File: config.mk
export PLATFORM = sky130hd
export DESIGN_NAME = hex_bcd_display
export DESIGN_NICKNAME = d
export VERILOG_FILES = /design/src/rtl/hex_bcd_display.sv
export SDC_FILE = /design/constraint.sdc
export NUM_CORES = 1
export LEC_CHECK = 0
export ABC_AREA = 1
export BUFFER_PORTS_ARGS = -buffer_cell sky130_fd_sc_hd__buf_2
export CAP_MARGIN = 20
export CORE_MARGIN = 2
export CORE_UTILIZATION = 60
export DETAILED_ROUTE_END_ITERATION = 8
export GPL_TIMING_DRIVEN = 1
export PLACE_DENSITY = 0.83
export SYNTH_ARGS = -nofsm -noshare
export SYNTH_HDL_FRONTEND = slang
export SYNTH_SLANG_ARGS = --single-unit
export TNS_END_PERCENT = 1
File: constraint.sdc
create_clock -name i_clk -period 3.08 [get_ports i_clk]
set_input_delay 0.616 -clock i_clk [delete_from_list [all_inputs] [get_ports i_clk]]
set_output_delay 0.616 -clock i_clk [all_outputs]
set_load 0.02 [all_outputs]
File: src/rtl/hex_bcd_display.sv
// Binary to BCD converter (double-dabble, one bit per cycle) driving DIGITS seven-segment digits
// with optional leading-zero blanking and an overflow dash display.
module hex_bcd_display #(
   parameter int unsigned WIDTH      = 8,
   parameter int unsigned DIGITS     = 3,
   parameter bit          ACTIVE_LOW = 1'b1
) (
   input  logic                  i_clk,
   input  logic                  i_rst,
   input  logic                  i_start,
   input  logic [WIDTH-1:0]      i_bin,
   input  logic                  i_blank_lz,
   output logic                  o_busy,
   output logic                  o_done,
   output logic                  o_ovf,
   output logic [7*DIGITS-1:0]   o_hex
);

   // Accumulator is wide enough for any WIDTH-bit value, even when fewer digits are shown.
   localparam int unsigned NI_MIN = (WIDTH + 2) / 3;
   localparam int unsigned NI     = (DIGITS > NI_MIN) ? DIGITS : NI_MIN;
   localparam int unsigned AW     = 4 * NI;
   localparam int unsigned CW     = $clog2(WIDTH + 1);

   localparam logic [1:0] ST_IDLE    = 2'd0;
   localparam logic [1:0] ST_CONVERT = 2'd1;
   localparam logic [1:0] ST_UPDATE  = 2'd2;

   localparam logic [6:0] SEG_INV   = ACTIVE_LOW ? 7'h7F : 7'h00;
   localparam logic [6:0] SEG_DASH  = 7'h40;
   localparam logic [6:0] SEG_BLANK = 7'h00;

   logic [1:0]          r_state;
   logic [WIDTH-1:0]    r_bin;
   logic                r_blank;
   logic [AW-1:0]       r_acc;
   logic [CW-1:0]       r_cnt;
   logic                r_done;
   logic                r_ovf;
   logic [7*DIGITS-1:0] r_hex;

   logic [AW-1:0]       w_adj;
   logic [AW-1:0]       w_step;
   logic                w_ovf;
   logic                w_seen;
   logic [3:0]          w_nib;
   logic [6:0]          w_seg;
   logic [7*DIGITS-1:0] w_hex;

   function automatic logic [6:0] seg7(input logic [3:0] d);
      case (d)
         4'd0:    seg7 = 7'h3F;
         4'd1:    seg7 = 7'h06;
         4'd2:    seg7 = 7'h5B;
         4'd3:    seg7 = 7'h4F;
         4'd4:    seg7 = 7'h66;
         4'd5:    seg7 = 7'h6D;
         4'd6:    seg7 = 7'h7D;
         4'd7:    seg7 = 7'h07;
         4'd8:    seg7 = 7'h7F;
         4'd9:    seg7 = 7'h6F;
         default: seg7 = SEG_BLANK;
      endcase
   endfunction

   // One double-dabble step: add 3 to nibbles >= 5, then shift in the next input bit.
   always_comb begin
      w_adj = r_acc;
      for (int unsigned i = 0; i < NI; i++) begin
         if (r_acc[4*i +: 4] >= 4'd5) begin
            w_adj[4*i +: 4] = r_acc[4*i +: 4] + 4'd3;
         end
      end
      w_step = {w_adj[AW-2:0], r_bin[WIDTH-1]};
   end

   // Segment encoding of the finished accumulator, scanning from the top digit for blanking.
   always_comb begin
      w_ovf  = 1'b0;
      w_seen = 1'b0;
      w_nib  = 4'd0;
      w_seg  = SEG_BLANK;
      w_hex  = '0;
      for (int unsigned i = 0; i < NI; i++) begin
         if (i >= DIGITS && r_acc[4*i +: 4] != 4'd0) begin
            w_ovf = 1'b1;
         end
      end
      for (int k = int'(DIGITS) - 1; k >= 0; k--) begin
         w_nib = r_acc[4*k +: 4];
         if (w_nib != 4'd0) begin
            w_seen = 1'b1;
         end
         if (w_ovf) begin
            w_seg = SEG_DASH;
         end else if (r_blank && !w_seen && k != 0) begin
            w_seg = SEG_BLANK;
         end else begin
            w_seg = seg7(w_nib);
         end
         w_hex[7*k +: 7] = w_seg ^ SEG_INV;
      end
   end

   always_ff @(posedge i_clk or posedge i_rst) begin
      if (i_rst) begin
         r_state <= ST_IDLE;
         r_bin   <= '0;
         r_blank <= 1'b0;
         r_acc   <= '0;
         r_cnt   <= '0;
         r_done  <= 1'b0;
         r_ovf   <= 1'b0;
         r_hex   <= {DIGITS{SEG_INV}};
      end else begin
         r_done <= 1'b0;
         case (r_state)
            ST_IDLE: begin
               if (i_start) begin
                  r_bin   <= i_bin;
                  r_blank <= i_blank_lz;
                  r_acc   <= '0;
                  r_cnt   <= '0;
                  r_state <= ST_CONVERT;
               end
            end
            ST_CONVERT: begin
               r_acc <= w_step;
               r_bin <= {r_bin[WIDTH-2:0], 1'b0};
               r_cnt <= r_cnt + 1'b1;
               if (r_cnt == CW'(WIDTH - 1)) begin
                  r_state <= ST_UPDATE;
               end
            end
            ST_UPDATE: begin
               r_hex   <= w_hex;
               r_ovf   <= w_ovf;
               r_done  <= 1'b1;
               r_state <= ST_IDLE;
            end
            default: r_state <= ST_IDLE;
         endcase
      end
   end

   assign o_busy = (r_state != ST_IDLE);
   assign o_done = r_done;
   assign o_ovf  = r_ovf;
   assign o_hex  = r_hex;

endmodule

==> results.yml <==
timing:
  worst_pin_slew_ns: 0.8752
  layout_setup_ws_ns: 1.442
  finalCritPeriodShare: 0.5319
  fmax_ghz: 0.6104
  max-slew-margin-rel: 0.4159
  finalSetupViolations: 0
  hold_viol: 0
  maxSlewViolCount: 0
  finalSetupTns_ns: 0
  rsz0062_at_grt: "false"
  finClkSkew_ns: 0.005266
  finalCriticalPeriod_ns: 1.638
cells_and_area:
  syn_to_final_growth_pct: 10.97
  fin_cells: 423
  final_cell_mix: "109 x nand2_1, 45 x nand3_1, 36 x nor2_1"
  multiInputGateArea_sq_um: 1226
  final_net_count: 399
  seq_area_sq_um: 1252
  n_antenna_cell: 0
  final_common_cell: "nand2_1"
  nFillCells: 364
  drive_gt1_frac: 0.1995
clock_tree:
  post_cts_resized: 0
  cts_setup_buffers: 0
  clock_path_buffers: 2
  clkSinkCount: 49
  cts.clk_slew.worst_paths_ns: 0.09
  cts_tree: "done"
  cts_root_buf: "clkbuf_8"
  clock_latency_ns: 0.31
  cts.hold.buffers_added: 0
  cts_inserted_buffers: 5
  htreeDepth: 2
outcome:
  outcome: "complete, no violations"
worst_setup_path:
  timing.critical_path.max_delay_family: "simple AND/OR/NAND/NOR gates"
  required_ns: 3.28
  max_stage_delay_ns: 0.70
  crit_chain: "nor2_2, nand2_1, o21ai_0, a21oi_1"
  critical_path.max_fanout: 24
  path_depth: 4
  criticalPathCategory: "reg2reg"
  critPathCaptureType: "flip-flop"
  cp.arrival_ns: 1.83
  crit_buf_inv: 0
  cp-start-kind: "flip-flop"
  critPathSlowestCell: "nor2_2"
  r2r_setup_slack_ns: 1.44
  reg2reg_depth: 4
detailed_routing:
  post_drt_wl_per_cell_microns: 11.65
  drtIter0Drc: 128
  routed_wl_microns: 4926
  ant_nets: 0
  via_per_inst: 5.187
  firstDrtPassIters: 4
  vias: 2194
  drc_errors: 0
grt:
  grt_pass1_wl_microns: 9018
  track_usage: 0.2285
  grt_start_max_net_pins: 50
  grt_overflow: 0
  antenna_found_initial: 0
  grt_pass1_vias: 2070
die:
  dieArea_sq_um: 4936
  ios: 36
  die_w_microns: 70.26
  core_sq_um: 4294
  die_height_microns: 70.26
  start_util: 0.6133
  num_rows: 24
synthesis:
  ys_seq_area_frac: 0.4755
  synth_cells: 337
  syn_nets: 366
  post_synth_num_cell_types: 26
  syn_area_per_cell_sq_um: 7.815
  syn_area_sq_um: 2634
  synth-seq-cells: 49
  yosys_warnings: 0
pwr:
  max-vdd-ir-drop_mv: 0.5030
  p_total_mw: 3.236
  power.density_nw_per_um2: 1107
  leakage_nw: 1.500
placement:
  routabilityCongestion: 0.8637
  portBuffers: 34
  dp_hpwl_microns: 3487
  place_inst: 414
  post-place-ws_ns: 1.453
hold_path:
  hold_class: "in2async"
job:
  maxCapViolCount: 0
[metrics by stage]
stage | utilization | hold WS, ns | cell area [sq um]
after detailed placement | 0.6565 | 0.4564 | 2819
after CTS | 0.6760 | 0.4718 | 2903
after floorplan | - | 0.4422 | 2634
final | 0.6807 | 0.2743 | 2923
after global routing | 0.6807 | 0.2899 | 2923
after global placement | 0.6565 | 0.4585 | 2819
[layout make-up]
cell class,count,share of cell area
Inverter,28,0.03596
Clock inverter,1,0.002568
Multi-Input combinational cell,251,0.4195
Sequential cell,49,0.4285
Clock buffer,7,0.02611
Timing Repair Buffer,35,0.06507
Tap cell,52,0.02226
[power by group]
group / leakage [nW] / internal [mW] / switching (mW) / total, mW
Combinational: 0.891 / 0.560 / 1.05 / 1.61
Clock: 0.0385 / 0.161 / 0.209 / 0.370
Sequential: 0.570 / 1.02 / 0.239 / 1.26
Total: 1.50 / 1.74 / 1.49 / 3.24
[cells in the mapped netlist]
cell,count,share of area
o211ai_1,1,0.0029
nor2_1,36,0.051
nand2_1,109,0.16
or2_1,1,0.0024
nor3_1,1,0.0019
o22ai_1,1,0.0024
dfstp_2,21,0.21
nand2_2,3,0.0071
a31oi_1,2,0.0047
nor2_2,1,0.0024
nand4_1,2,0.0047
ha_1,17,0.081
o21ai_0,13,0.025
clkinv_1,2,0.0029
inv_2,5,0.0071
buf_2,7,0.013
a21oi_1,14,0.027
inv_1,21,0.030
xor2_1,1,0.0033
nand3_2,1,0.0038
buf_4,2,0.0057
dfrtp_1,28,0.27
o21ai_1,1,0.0019
nand3_1,45,0.086
conb_1,1,0.0014
or2_2,1,0.0024
[final timing paths]
kind	start	end
setup / recovery	r_state[1]$_DFFE_PP0P_	r_cnt[2]$_DFFE_PP0P_
setup reg to reg	r_state[1]$_DFFE_PP0P_	r_cnt[2]$_DFFE_PP0P_
max in group asynchronous	i_rst	o_hex[1]$_DFFE_PP1P_
min in group i_clk	o_hex[19]$_DFFE_PP1P_	o_hex[19]$_DFFE_PP1P_
hold reg to reg	o_hex[19]$_DFFE_PP1P_	o_hex[19]$_DFFE_PP1P_
hold / removal	i_rst	r_acc[9]$_DFFE_PP0P_
[registers in the layout (all words and copies together), names as in the netlist]
| signal | cells |
|---|---|
| o_done | 1 |
| o_hex | 21 |
| r_acc | 12 |
| r_bin | 8 |
| r_blank | 1 |
| r_cnt | 4 |
| r_state | 2 |
[logic make-up (layout without fill, tap and decap cells)]
| group | Yosys count | count (layout) | share of synthesized area |
|---|---|---|---|
| simple gates | 200 | 200 | 0.3169 |
| flops | 49 | 49 | 0.4755 |
| buf+inv | 37 | 71 | 0.05891 |
| compound gates | 32 | 32 | 0.06318 |
| fa+ha+maj | 17 | 17 | 0.08076 |
| other cells | 1 | 1 | 0.001424 |
| xor+xnor | 1 | 1 | 0.003326 |
[per-layer routing]
metal,part of all wire,GRT usage
met5,0,0
met4,0.015,0.07692
met3,0.035,0.05195
met2,0.47,0.3690
met1,0.48,0.3054
Power figures use the tool's default switching activity.
